--- src/rtl/dz_scan_decoder.sv ---
// rtl/dz_scan_decoder.sv - dot-matrix scan receiver that rebuilds 8x8 frames and decodes font digits
//
// Purpose:
//   Samples the row-multiplexed red/green scan stream of the 8x8 dot-matrix
//   driver, rebuilds the full frame, compares it to the digit font (0..5) and
//   reports digit, exact-match flag and colour with a one-cycle valid pulse.
//
// Ports:
//   clk          scan clock (shared with the driver)
//   rst          asynchronous active-high reset
//   row[7:0]     row strobe, active-low one-hot (bit i low selects row i)
//   colr[7:0]    red column data of the strobed row, active-high
//   colg[7:0]    green column data of the strobed row, active-high
//   frame_valid  one-cycle pulse: a complete frame was decoded
//   num[2:0]     decoded digit 0..5, 3'd7 when no glyph matches
//   match        frame equals a glyph on both planes
//   color[1:0]   00 blank, 01 red, 10 green, 11 yellow
//   changed      pulses with frame_valid when num differs from the previous num
//   err          one-cycle pulse on an illegal row code or out-of-sequence row
//   lost         level: no legal row seen for TIMEOUT_CYC cycles

module dz_scan_decoder #(
    parameter int TIMEOUT_CYC = 16
) (
    input  logic       clk,
    input  logic       rst,
    input  logic [7:0] row,
    input  logic [7:0] colr,
    input  logic [7:0] colg,
    output logic       frame_valid,
    output logic [2:0] num,
    output logic       match,
    output logic [1:0] color,
    output logic       changed,
    output logic       err,
    output logic       lost
);

    typedef enum logic [1:0] {
        ST_IDLE  = 2'd0,
        ST_CAPT  = 2'd1,
        ST_MATCH = 2'd2
    } state_t;

    localparam logic [7:0] TIMEOUT_LIM = 8'(TIMEOUT_CYC);
    localparam int         NGLYPH      = 6;

    // Glyph planes packed with row 0 in the most significant byte, so the
    // literals read top row first.
    localparam logic [63:0] GLYPH_R [NGLYPH] = '{
        64'h0000_0000_0000_0000,
        64'h0000_0000_0000_0000,
        64'h3C66_0600_0C30_607E,
        64'h3C66_061C_0666_3C00,
        64'h0C1C_2C4C_7E0C_0C00,
        64'h7E60_7C06_0666_3C00
    };
    localparam logic [63:0] GLYPH_G [NGLYPH] = '{
        64'h003C_4242_4242_423C,
        64'h0018_1838_1818_187E,
        64'h3C66_0600_0C30_607E,
        64'h3C66_061C_0666_3C00,
        64'h0000_0000_0000_0000,
        64'h0000_0000_0000_0000
    };

    state_t      state_q;
    logic [2:0]  exp_q;
    logic [63:0] red_q;
    logic [63:0] green_q;
    logic [7:0]  cnt_q;
    logic [7:0]  cnt_d;

    logic        frame_valid_q;
    logic [2:0]  num_q;
    logic        match_q;
    logic [1:0]  color_q;
    logic        changed_q;
    logic        err_q;
    logic        lost_q;

    logic [3:0]  zero_cnt;
    logic [2:0]  row_idx;
    logic        row_legal;
    logic [5:0]  row_lsb;
    logic [2:0]  exp_eff;
    logic [2:0]  glyph_num;
    logic        glyph_hit;
    logic [1:0]  glyph_color;

    // Row decode: legal only with exactly one low bit.
    always_comb begin
        zero_cnt = 4'd0;
        row_idx  = 3'd0;
        for (int i = 0; i < 8; i++) begin
            if (!row[i]) begin
                zero_cnt = zero_cnt + 4'd1;
                row_idx  = 3'(i);
            end
        end
        row_legal = (zero_cnt == 4'd1);
    end

    // Bit offset of the strobed row inside the packed 64-bit planes.
    assign row_lsb = {3'd7 - row_idx, 3'b000};

    // The MATCH cycle treats its incoming row as the first row of a new
    // frame, which is what lets back-to-back frames decode without a gap.
    assign exp_eff = (state_q == ST_MATCH) ? 3'd0 : exp_q;

    // Glyph lookup on the completed frame; glyphs are all distinct, the
    // descending scan only fixes priority for the synthesiser.
    always_comb begin
        glyph_num = 3'd7;
        glyph_hit = 1'b0;
        for (int g = NGLYPH - 1; g >= 0; g--) begin
            if ((red_q == GLYPH_R[g]) && (green_q == GLYPH_G[g])) begin
                glyph_num = 3'(g);
                glyph_hit = 1'b1;
            end
        end
        glyph_color = {|green_q, |red_q};
    end

    // Idle-cycle counter, saturating at the timeout.
    always_comb begin
        if (row_legal) begin
            cnt_d = 8'd0;
        end else if (cnt_q == TIMEOUT_LIM) begin
            cnt_d = cnt_q;
        end else begin
            cnt_d = cnt_q + 8'd1;
        end
    end

    always_ff @(posedge clk or posedge rst) begin
        if (rst) begin
            state_q       <= ST_IDLE;
            exp_q         <= 3'd0;
            red_q         <= 64'd0;
            green_q       <= 64'd0;
            cnt_q         <= 8'd0;
            frame_valid_q <= 1'b0;
            num_q         <= 3'd7;
            match_q       <= 1'b0;
            color_q       <= 2'b00;
            changed_q     <= 1'b0;
            err_q         <= 1'b0;
            lost_q        <= 1'b0;
        end else begin
            frame_valid_q <= 1'b0;
            changed_q     <= 1'b0;
            err_q         <= 1'b0;
            cnt_q         <= cnt_d;
            lost_q        <= (cnt_d == TIMEOUT_LIM);

            // num_q only moves on frame_valid, so it doubles as the
            // previous-digit register for the changed flag.
            if (state_q == ST_MATCH) begin
                frame_valid_q <= 1'b1;
                num_q         <= glyph_num;
                match_q       <= glyph_hit;
                color_q       <= glyph_color;
                changed_q     <= (glyph_num != num_q);
            end

            case (state_q)
                ST_IDLE: begin
                    if (!row_legal) begin
                        err_q <= 1'b1;
                    end else if (row_idx == 3'd0) begin
                        red_q[row_lsb +: 8]   <= colr;
                        green_q[row_lsb +: 8] <= colg;
                        exp_q                 <= 3'd1;
                        state_q               <= ST_CAPT;
                    end
                end

                ST_CAPT, ST_MATCH: begin
                    if (!row_legal) begin
                        err_q   <= 1'b1;
                        state_q <= ST_IDLE;
                    end else if (row_idx == exp_eff) begin
                        red_q[row_lsb +: 8]   <= colr;
                        green_q[row_lsb +: 8] <= colg;
                        exp_q                 <= exp_eff + 3'd1;
                        state_q               <= (row_idx == 3'd7) ? ST_MATCH : ST_CAPT;
                    end else begin
                        err_q <= 1'b1;
                        // A fresh row 0 restarts capture instead of dropping
                        // back to idle, so a resync costs no extra frame.
                        if (row_idx == 3'd0) begin
                            red_q[row_lsb +: 8]   <= colr;
                            green_q[row_lsb +: 8] <= colg;
                            exp_q                 <= 3'd1;
                            state_q               <= ST_CAPT;
                        end else begin
                            state_q <= ST_IDLE;
                        end
                    end
                end

                default: begin
                    state_q <= ST_IDLE;
                end
            endcase
        end
    end

    assign frame_valid = frame_valid_q;
    assign num         = num_q;
    assign match       = match_q;
    assign color       = color_q;
    assign changed     = changed_q;
    assign err         = err_q;
    assign lost        = lost_q;

endmodule

--- config.mk ---
export PLATFORM = sky130hd
export DESIGN_NAME = dz_scan_decoder
export DESIGN_NICKNAME = d
export VERILOG_FILES = /design/src/rtl/dz_scan_decoder.sv
export SDC_FILE = /design/constraint.sdc
export NUM_CORES = 1
export LEC_CHECK = 0
export CAP_MARGIN = 20
export CORE_UTILIZATION = 68
export CTS_BUF_LIST = sky130_fd_sc_hd__clkbuf_4 sky130_fd_sc_hd__clkbuf_8
export CTS_CLUSTER_SIZE = 14
export DETAILED_ROUTE_END_ITERATION = 12
export PLACE_DENSITY = 0.88
export RECOVER_POWER = 50
export SETUP_SLACK_MARGIN = 0.05
export SLEW_MARGIN = 20
export SYNTH_ARGS = -nofsm -noshare
export SYNTH_HDL_FRONTEND = slang
export SYNTH_SLANG_ARGS = --single-unit
--- constraint.sdc ---
create_clock -name clk -period 11.4 [get_ports clk]
set_input_delay 2.28 -clock clk [delete_from_list [all_inputs] [get_ports clk]]
set_output_delay 2.28 -clock clk [all_outputs]
set_load 0.03 [all_outputs]
==> results.json <==
{
  "gp_congestion": 0.977,
  "io_pins": 36,
  "clock_sinks": 151,
  "async_flop_share_pct": 100,
  "drive_gt1_share_pct": 18.3,
  "synth.top_cell.area_share_pct": 47.1,
  "drc": 0,
  "cts_tree": "yes",
  "grt_max_degree": 90,
  "antenna_left": 0,
  "dp_hpwl_mm": 13.1,
  "clk_pin_slew_ns": 0.07,
  "yosysWarnings": 0,
  "avgSynthCellArea_um2": 11.6,
  "synth_cell_type_count": 68,
  "yosysSeqAreaShare_pct": 48.1,
  "critPathMaxStageDelay_ns": 0.70,
  "die_w_um": 110,
  "synth_edf_count": 0,
  "violations": "capacitance limit, slew limit",
  "maxCapViolations": 2,
  "fmax_ghz": 0.120,
  "die_h_um": 110,
  "slew_viol_final": 154,
  "yosysTopAreaCell": "dfrtp_1",
  "first_pass_iters": 5,
  "path_class": "input pin to register",
  "synth_flop_cell": "dfrtp_1",
  "fin_crit_ns": 8.35,
  "path_common_cell": "ha_1",
  "slew-limit-headroom_pct": -202,
  "clockBufferDepth": 2,
  "cp.arrival_ns": 8.68,
  "die-area_um2": 12000,
  "final_net_count": 761,
  "track_usage_pct": 33.7,
  "coreArea_um2": 11000,
  "synth_area_um2": 7860,
  "crit_slowest_cell": "nand4b_2",
  "area_growth_pct": 10.7,
  "synth_seq_cells": 151,
  "synth_most_common_cell": "dfrtp_1",
  "tns_ns": 0,
  "power_density_nw_per_um2": 133,
  "rsz0062_at_grt": "false",
  "synth_area_leaders": "dfrtp_1, mux2_2, mux2_1, mux2i_1, nor4_1",
  "first_iter_violations": 551,
  "numPlacedInstances": 838,
  "routed_wl_mm": 18.6,
  "cp-start-kind": "input pin",
  "post_cts_resized": 0,
  "insertion_delay_ns": 0.45,
  "crit_path_end_kind": "register",
  "status": "finished with violations",
  "tightest_slew_ns": 4.54,
  "post_cts_buffers": 0,
  "vias": 5856,
  "crit_required_ns": 11.73,
  "fin_skew_ns": 0.0128,
  "grt_pass1_wl_mm": 29.5,
  "grt_antenna_before_repair": 0,
  "p_leak_uw": 0.00420,
  "syn_nets": 721,
  "fin_crit_sh_pct": 73.2,
  "netlist_instances": 679,
  "viasPerCell": 6.72,
  "ctsHoldBuffers": 0,
  "diodes": 0,
  "core.rowCount": 38,
  "cts_root_buffer": "clkbuf_8",
  "critical_path.max_fanout": 16,
  "setup_viol": 0,
  "hold_class": "register to register",
  "cts_buffers": 17,
  "peakVddDrop_mv": 0.0992,
  "cts_max_level": 4,
  "port_buffers": 35,
  "netlist_top_cells_count": "dfrtp_1, mux2_2, nand2_1, inv_1, nor4_1",
  "grt_pass1_vias": 5834,
  "wire_per_inst_um": 21.4,
  "hold_viol_final": 0,
  "fin_cells": 872,
  "crit_chain": "clkdlybuf4s50_1 -> inv_1 -> ha_1 -> xnor2_2 -> ha_1 -> nor2b_1 -> a31oi_1 -> inv_1 -> ha_1 -> nor2_1 -> a21oi_1 -> ha_1 -> nor2_1 -> a221oi_2 -> ha_1 -> mux2_2 -> ha_1 -> xnor2_1 -> xnor3_1 -> o2bb2ai_1 -> o211a_1 -> nand4b_2 -> mux2_2",
  "initial_core_util_pct": 71.2,
  "grt_overflow_total": 0
}
registers in the layout, indices dropped and copies added, names as in the netlist:
| signal | count |
|---|---|
| frame_valid | 1 |
| green_q | 64 |
| match | 1 |
| state_q | 2 |
| exp_q | 3 |
| color | 2 |
| red_q | 64 |
| lost | 1 |
| changed | 1 |
| cnt_q | 8 |
| num | 3 |
| err | 1 |
critical path, delay by kind of cell:
family | cells | cell delay, ns
adder cells (fa/ha/maj) | 6 | 1.80
XOR/XNOR | 3 | 0.65
AO/OA/AOI/OAI | 5 | 1.49
buffers and inverters | 3 | 0.62
AND/OR/NAND/NOR | 4 | 1.04
multiplexers | 2 | 0.79
metal layers:
metal | track usage [%] | routed length [um] | up-vias
met2 | 54.6 | 9030 | 290
li1 | - | - | 2567
met3 | 7.11 | 1280 | 63
met1 | 43.8 | 7740 | 2936
met5 | 0 | 0 | -
met4 | 15.2 | 585 | 0
kinds of logic after synthesis:
family                     count (synthesis)  share of synthesized area (%)
and+or+nand+nor                          245                           18.6
DFF                                      151                           48.1
muxes                                    133                           18.7
buffers and inverters                     64                           3.66
AOI/OAI and AO/OA                         43                           4.35
xor gates and xnor gates                  27                           4.00
adders and majority gates                 16                           2.55
metrics by stage:
stage                     instance area (um^2)  hold slack, ns  setup WS [ns]  total power (uW)  utilization, %
after floorplan                           7860           0.458           4.15               713               -
after global placement                    8290           0.468           3.03               754            75.2
after detailed placement                  8290           0.481           2.73               766            75.2
after CTS                                 8680           0.492           3.14              1160            78.7
after global routing                      8700           0.497           1.83              1200            78.8
final                                     8700           0.494           3.05              1160            78.8
where the power goes:
group | switching [uW] | total, uW | leakage (uW) | internal (uW)
sequential | 17.3 | 568 | 0.00197 | 551
clock | 191 | 396 | 0.000200 | 205
combinational | 116 | 192 | 0.00203 | 76.7
total | 324 | 1160 | 0.00420 | 832
cell type report:
class / instances / area (um^2)
Timing Repair Buffer: 40 / 392
Multi-Input combinational cell: 464 / 3790
Clock inverter: 7 / 68.8
Tap cell: 140 / 175
Clock buffer: 25 / 319
Fill cell: 694 / 2330
Sequential cell: 151 / 3780
Inverter: 45 / 170
path summary, 6_finish.rpt:
| kind | startpoint | endpoint | slack (ns) | cells after the start |
|---|---|---|---|---|
| max | row[0] | red_q[40] | 3.05 | 23 |
| min | red_q[16] | red_q[16] | 0.49 | 1 |
| max reg2reg | state_q[0] | red_q[60] | 7.22 | 8 |
| min reg2reg | red_q[16] | red_q[16] | 0.49 | 1 |
| max in group asynchronous | rst | green_q[10] | 3.18 | 3 |
| min in group asynchronous | rst | red_q[50] | 3.04 | 2 |
cells in the final DEF (no fill, tap or decap), types with 3 or more instances in the layout:
| cell | instances |
|---|---|
| nor4b_1 | 3 |
| a31oi_1 | 9 |
| and4_1 | 8 |
| xnor3_1 | 4 |
| clkbuf_4 | 4 |
| and3_1 | 4 |
| clkbuf_8 | 21 |
| a21oi_1 | 6 |
| mux2_1 | 31 |
| nand4b_1 | 4 |
| nor2_1 | 34 |
| or4_1 | 6 |
| nor4_1 | 35 |
| ha_1 | 16 |
| inv_1 | 44 |
| clkinv_2 | 3 |
| nor3_1 | 18 |
| nand3_1 | 14 |
| nand2_1 | 49 |
| mux2_2 | 78 |
| dfrtp_1 | 148 |
| nor2b_1 | 12 |
| mux2i_1 | 24 |
| dfstp_2 | 3 |
| xor2_1 | 8 |
| clkdlybuf4s50_1 | 34 |
| nand2b_1 | 8 |
| nand4_1 | 24 |
| xnor2_1 | 13 |
Note: power is estimated with default switching activity, not from simulation.
